$ cat src/rtl/branch_resolve_unit.sv
// rtl/branch_resolve_unit.sv - single-stage branch target/condition resolver with valid/ready handshake
// Optional statistics counters (stat_clr, br_cnt, tk_cnt) are built when BRANCH_STATS_EN is defined.
module branch_resolve_unit #(
  parameter int WIDTH     = 32,
  parameter int IMM_WIDTH = 16,
  parameter int SHIFT     = 2,
  parameter int CNT_WIDTH = 16
) (
  input  logic                 clk,
  input  logic                 rst,
  input  logic                 in_valid,
  output logic                 in_ready,
  input  logic [WIDTH-1:0]     p4,
  input  logic [IMM_WIDTH-1:0] imm,
  input  logic [WIDTH-1:0]     rs_val,
  input  logic [WIDTH-1:0]     rt_val,
  input  logic [1:0]           br_type,
  output logic                 out_valid,
  input  logic                 out_ready,
  output logic [WIDTH-1:0]     target,
  output logic [WIDTH-1:0]     next_pc,
  output logic                 taken,
`ifdef BRANCH_STATS_EN
  input  logic                 stat_clr,
  output logic [CNT_WIDTH-1:0] br_cnt,
  output logic [CNT_WIDTH-1:0] tk_cnt,
`endif
  output logic                 wrap
);

  localparam logic [1:0] BR_BEQ  = 2'b00;
  localparam logic [1:0] BR_BNE  = 2'b01;
  localparam logic [1:0] BR_UNC  = 2'b10;

  logic             valid_q, valid_d;
  logic [WIDTH-1:0] target_q, target_d;
  logic [WIDTH-1:0] next_pc_q, next_pc_d;
  logic             taken_q, taken_d;
  logic             wrap_q, wrap_d;

  logic             accept;
  logic [WIDTH-1:0] offset;
  logic [WIDTH:0]   sum;
  logic             cond;

  assign in_ready = !valid_q || out_ready;
  assign accept   = in_valid && in_ready;

  // The carry out of the unsigned WIDTH+1-bit sum, compared with the offset sign, flags modular wrap.
  always_comb begin
    offset = WIDTH'($signed(imm)) << SHIFT;
    sum    = {1'b0, p4} + {1'b0, offset};
    case (br_type)
      BR_BEQ:  cond = (rs_val == rt_val);
      BR_BNE:  cond = (rs_val != rt_val);
      BR_UNC:  cond = 1'b1;
      default: cond = 1'b0;
    endcase
  end

  always_comb begin
    valid_d   = valid_q;
    target_d  = target_q;
    next_pc_d = next_pc_q;
    taken_d   = taken_q;
    wrap_d    = wrap_q;
    if (accept) begin
      valid_d   = 1'b1;
      target_d  = sum[WIDTH-1:0];
      next_pc_d = cond ? sum[WIDTH-1:0] : p4;
      taken_d   = cond;
      wrap_d    = sum[WIDTH] ^ offset[WIDTH-1];
    end else if (out_ready) begin
      valid_d   = 1'b0;
    end
  end

  always_ff @(posedge clk or posedge rst) begin
    if (rst) begin
      valid_q   <= 1'b0;
      target_q  <= '0;
      next_pc_q <= '0;
      taken_q   <= 1'b0;
      wrap_q    <= 1'b0;
    end else begin
      valid_q   <= valid_d;
      target_q  <= target_d;
      next_pc_q <= next_pc_d;
      taken_q   <= taken_d;
      wrap_q    <= wrap_d;
    end
  end

  assign out_valid = valid_q;
  assign target    = target_q;
  assign next_pc   = next_pc_q;
  assign taken     = taken_q;
  assign wrap      = wrap_q;

`ifdef BRANCH_STATS_EN
  logic [CNT_WIDTH-1:0] br_cnt_q, br_cnt_d;
  logic [CNT_WIDTH-1:0] tk_cnt_q, tk_cnt_d;

  // Clear wins over a same-cycle increment; counters wrap naturally.
  always_comb begin
    br_cnt_d = br_cnt_q;
    tk_cnt_d = tk_cnt_q;
    if (stat_clr) begin
      br_cnt_d = '0;
      tk_cnt_d = '0;
    end else if (accept) begin
      if (br_type != 2'b11) br_cnt_d = br_cnt_q + 1'b1;
      if (cond)             tk_cnt_d = tk_cnt_q + 1'b1;
    end
  end

  always_ff @(posedge clk or posedge rst) begin
    if (rst) begin
      br_cnt_q <= '0;
      tk_cnt_q <= '0;
    end else begin
      br_cnt_q <= br_cnt_d;
      tk_cnt_q <= tk_cnt_d;
    end
  end

  assign br_cnt = br_cnt_q;
  assign tk_cnt = tk_cnt_q;
`else
  // CNT_WIDTH only sizes the statistics counters, which are absent in this build.
  if (CNT_WIDTH < 1) begin : g_no_stats
  end
`endif

endmodule

$ cat config.mk
export PLATFORM = sky130hd
export DESIGN_NAME = branch_resolve_unit
export DESIGN_NICKNAME = d
export VERILOG_FILES = /design/src/rtl/branch_resolve_unit.sv
export SDC_FILE = /design/constraint.sdc
export NUM_CORES = 1
export LEC_CHECK = 0
export CAP_MARGIN = 20
export CORE_AREA = 2 2 143 145
export CTS_CLUSTER_DIAMETER = 50
export CTS_CLUSTER_SIZE = 24
export DETAILED_ROUTE_END_ITERATION = 8
export DIE_AREA = 0 0 145 147
export PLACE_DENSITY_LB_ADDON = 0.25
export SLEW_MARGIN = 20
export SYNTH_ARGS = -nofsm -noshare
export SYNTH_HDL_FRONTEND = slang
export SYNTH_SLANG_ARGS = --single-unit
$ cat constraint.sdc
create_clock -name clk -period 2.4 [get_ports clk]
set_input_delay 0.24 -clock clk [delete_from_list [all_inputs] [get_ports clk]]
set_output_delay 0.24 -clock clk [all_outputs]
set_load 0.1 [all_outputs]
### Word-level counts from Yosys, hierarchy flattened

Index checks and enable logic that the tools add are counted.

* order comparisons: 0
* add/subtract/negate cells: 1
* mux-type cells: 4
* shifts and indexed selects: 0
* bitwise operators: 1
* equal/unequal tests: 4
* reduce and logical (&&, ||, !) cells: 5
* multiply operators: 0
* div/mod/pow operators: 0

Operators by type and width (count)
* adder 32 x 32 -> 33 bit: 1
* == test 32 bit: 1
* 2-to-1 mux 32 bit: 1
* != test 32 bit: 1
* one-hot mux 1 bit (3 select lines): 1
* == test 2 x 1 -> 1 bit (second input constant): 1
* == test 2 bit (second input constant): 1
* zero test 2 bit: 1
* 2-to-1 mux 1 bit: 2
* nonzero test 2 bit: 1
* logical AND 1 bit: 1
* zero test 1 bit: 1
* logical OR 1 bit: 1
* bitwise XOR 1 bit: 1

* bits of input ports: 118
* logic and storage cells: 20
* output and inout port bits: 68
* memories kept: 0
* latch bits: 0
* bits in writable memories: 0
* register bits: 67
* bits in read-only memories: 0

### Depth between registers and ports, before layout

* word-level depth: 4
* mapped depth: 11
* gate-level depth less buffers: 11

### Worst setup path before layout

OpenSTA, ideal clock, no wires.

* path kind: reg2reg
* start point: reg valid_q (netlist: out_valid)
* end point: reg target_q[3] (netlist: target[3])
* data arrival time: 2.906 ns
* data required time: 2.317 ns
* path slack: -0.589 ns
* stages on the path, launching flop included: 7
* path buffers: 2
* clock period less this slack: 2.989 ns
* library setup time: 0.083 ns
* cell sequence: dfrtp_1 -> nand2b_1 -> nand2_1 -> clkbuf_1 -> buf_1 -> nand2_1 -> o21ai_0

* word-level cells in the longest chain between the ends: 3

RTL lines
* from (decl): line 35 `logic valid_q, valid_d;`
* from (signal assigned): line 86 `valid_q <= valid_d;`
* zero test 1 bit: line 46 `assign in_ready = !valid_q || out_ready;`
* logical OR 1 bit: line 46
* named net in_ready: line 12 `output logic in_ready,`
* logical AND 1 bit: line 47 `assign accept = in_valid && in_ready;`
* to (signal assigned): line 87 `target_q <= target_d;`
* to (decl): line 36 `logic [WIDTH-1:0] target_q, target_d;`

The timed path passes the listed nets, and every way through them passes these cells.
A chain may end at the register's enable or synchronous reset.

### Worst setup path in the final report

* start point: in imm[7]
* end point: reg next_pc_q[22] (netlist: next_pc[22])

* word-level cells in the longest chain between the ends: 2

RTL lines
* from (decl): line 14 `input logic [IMM_WIDTH-1:0] imm,`
* adder 32 x 32 -> 33 bit: line 52 `sum = {1'b0, p4} + {1'b0, offset};`
* 2-to-1 mux 32 bit: line 70 `next_pc_d = cond ? sum[WIDTH-1:0] : p4;`
* to (signal assigned): line 88 `next_pc_q <= next_pc_d;`
* to (decl): line 37 `logic [WIDTH-1:0] next_pc_q, next_pc_d;`

Every way passes these cells.

==> flow_metrics.env <==
export IMPL_cp_start_kind="input port"
export IMPL_cts_sinks=65
export IMPL_drtPass1Iterations=4
export IMPL_overflow=0
export IMPL_synth_simple_gate_area_share_pct=17.8
export IMPL_cpPeakStageDelay_ns=0.46
export IMPL_path_max_fanout=3
export IMPL_muxShareOfSynthArea_pct=5.67
export IMPL_core_um2=19800
export IMPL_row_count=52
export IMPL_grt_pass1_wl_mm=25.9
export IMPL_clk_latency_ns=0.35
export IMPL_critPathTopFamily="compound AO/OA/AOI/OAI gates"
export IMPL_layout_area_overhead_vs_synth_pct=75.8
export IMPL_slowest_stage="clkdlybuf4s50_1"
export IMPL_synthXorXnorAreaFrac_pct=10.5
export IMPL_drive_gt1_share_pct=34.0
export IMPL_synth_top_area_cell="dfrtp_1"
export IMPL_syn_nets=716
export IMPL_dpl_hpwl_mm=12.7
export IMPL_slew_limit_headroom_pct=75.4
export IMPL_synth_top_cell_area_share_pct=33.7
export IMPL_worstMarginPinSlew_ns=0.365
export IMPL_utilization_pct=42.8
export IMPL_gp_congestion=0.840
export IMPL_hold_viol_final=0
export IMPL_finClkSkew_ns=0.00699
export IMPL_grt_max_degree=68
export IMPL_syn_area_um2=4830
export IMPL_die_width_um=145
export IMPL_slew_viol_final=0
export IMPL_yosys_area_share_adder_pct=8.18
export IMPL_hold_path_class="in2reg"
export IMPL_htree_levels=3
export IMPL_drc=0
export IMPL_start_util_pct=24.4
export IMPL_worst_hold_slack_ns=0.231
export IMPL_synthTopCellsByArea="dfrtp_1, nand2_1, xnor2_1, ha_1, o21ai_0"
export IMPL_vias=5095
export IMPL_cp_end_kind="register"
export IMPL_total_power_w=0.00656
export IMPL_critPathArrivalTime_ns=2.59
export IMPL_cts_root_buf="clkbuf_16"
export IMPL_setup_viol=0
export IMPL_num_io_pins=186
export IMPL_numCtsBuffers=9
export IMPL_via_per_inst=4.53
export IMPL_synth_compound_gate_area_share_pct=19.6
export IMPL_yosysWarningCount=0
export IMPL_syn_area_per_cell_um2=8.52
export IMPL_nets=997
export IMPL_p_per_area_nw_per_um2=772
export IMPL_finalCritPeriodShare_pct=98.5
export IMPL_synth_top_family_by_area="compound AO/OA/AOI/OAI gates"
export IMPL_status="complete, no violations"
export IMPL_synth_edf_count=0
export IMPL_yosysSeqAreaShare_pct=33.7
export IMPL_irDropWorstVdd_mv=0.376
export IMPL_clkSlewWorstSetupHoldPaths_ns=0.06
export IMPL_maxCapViolCount=0
export IMPL_leakage_nw=3.91
export IMPL_async_flop_share_pct=100
export IMPL_wl_mm=16.4
export IMPL_synth_cells=567
export IMPL_grt_pass1_vias=5068
export IMPL_crit_type="in2reg"
export IMPL_antenna_found_initial=1
export IMPL_wl_per_cell_um=14.6
export IMPL_critPathRequiredTime_ns=2.63
export IMPL_clk_path_buf_depth=2
export IMPL_placed_cell_area_um2=7600
export IMPL_cp_common_cell="o21ai_2"
export IMPL_fp_dieArea_um2=21300
export IMPL_fmax_mhz=423
export IMPL_io_buffers=185
export IMPL_ys_ff_latch=65
export IMPL_globalRouteTotalUtil_pct=15.3
export IMPL_ant_nets=0
export IMPL_design_area_um2=8500
export IMPL_die_y_um=147
export IMPL_critPathBufInv=2
export IMPL_drt_iter0_drc=179
export IMPL_yosysUniqueCellTypes=57
export IMPL_cp_cell_sequence="clkdlybuf4s50_1, ha_4, a21oi_1, o21ai_2, o21ai_2, buf_4, a211oi_4, nand3_2, a31oi_1, xor2_1, a221o_1"
export IMPL_synthFlopType="dfrtp_1"
export IMPL_period_needed_ns=2.36
export IMPL_cts_tree="yes"
Yosys cell counts (all sizes together), types with 2 or more instances:
master and number:
nand2 121, dfrtp 65, o21ai 53, xnor2 51
a21oi 32, ha 30, nor2 23, buf 19
mux2i 18, inv 16, nand4 14, clkbuf 12
a21o 10, nand3 9, a31oi 8, mux2 8
nor3 7, xor2 7, a211oi 4, a221o 4
a2bb2oi 4, nand2b 4, nor4 4, o211ai 4
o21bai 4, or3 4, a2111oi 3, a31o 3
nor2b 3, a41o 2, and2 2, and4 2
o21a 2, or2 2
logic make-up (layout without fill, tap and decap cells):
kind of cell	after synthesis	in the layout
AND/OR/NAND/NOR	197	197
AO/OA/AOI/OAI	143	143
flip-flops	65	65
XOR/XNOR	58	58
buffers and inverters	47	333
adder cells (fa/ha/maj)	31	31
multiplexers	26	26
other	0	1
metrics by stage:
stage	instances	setup slack (ns)	TNS (ns)
after floorplan	567	0.0461	0
after global placement	1097	-0.648	-21.35
after detailed placement	1097	-0.658	-22.25
after CTS	1121	0.0000453	0
after global routing	1123	-0.0430	-0.0725
final	1124	0.0353	0
where the power goes:
group | switching, W | internal, W | total, W
Sequential | 0.000142 | 0.00133 | 0.00148
Combinational | 0.00270 | 0.00118 | 0.00388
Clock | 0.000516 | 0.000691 | 0.00121
Total | 0.00336 | 0.00320 | 0.00656
layout by cell type, fill, tap and decap left out, types with 6 or more instances in the layout:
master,instances
buf_12,7
clkdlybuf4s50_1,86
mux2_2,6
a31oi_1,7
xor2_1,6
buf_4,175
dlygate4sd2_1,11
dlymetal6s2s_1,16
inv_1,13
a21oi_2,11
ha_1,12
clkbuf_16,9
xnor2_1,49
nand3_1,6
o21ai_0,41
nand4_1,14
a21oi_1,15
a21o_1,10
nand2_1,120
mux2i_1,18
o21ai_1,8
ha_4,17
nor2_1,21
a21oi_4,6
dfrtp_1,64
final timing paths:
check,from,end,slack [ns],depth (start not counted)
worst max-delay path,imm[7],next_pc[22],0.04,11
worst min-delay path,p4[2],next_pc[2],0.23,3
worst max register to register,out_valid,next_pc[22],0.91,5
worst min register to register,next_pc[4],next_pc[4],0.46,2
max in group asynchronous,rst,out_valid,1.80,3
min in group asynchronous,rst,target[0],0.29,3
per-layer routing:
layer	share of wire, %	track usage (%)	vias to the layer above
met2	48	26.0	163
li1	-	-	2562
met1	44	19.3	2359
met5	0	0	-
met4	1.2	4.31	0
met3	6.3	3.98	11
registers in the layout (all words and copies together), names as in the netlist:
signal / flops
target: 32
out_valid: 1
wrap: 1
taken: 1
next_pc: 30
cell type report:
type	instances	area, um^2
inverters	16	60.1
repair buffers	301	2680
fillers	2000	11300
multi-input cells	455	3530
diodes	1	2.50
well taps	270	338
clock buffers	10	229
flip-flops and latches	65	1630
clock inverters	6	35.0
worst register-to-register path, stage by stage (launching register included):
cell and delay [ns]:
dfrtp_2 0.37, nand2b_2 0.08, and2_1 0.19, buf_12 0.18
and2_1 0.22, a221o_1 0.32
repair_timing:
| action | in CTS | in global routing |
|---|---|---|
| gates cloned | 1 | 0 |
| pin swaps | 34 | 35 |
| resized for setup | 70 | 59 |
| buffers inserted | 8 | 2 |
| hold buffers | 0 | 0 |
| setup endpoints to repair | 34 | 29 |
No activity file was read; power rests on OpenSTA's default activity.
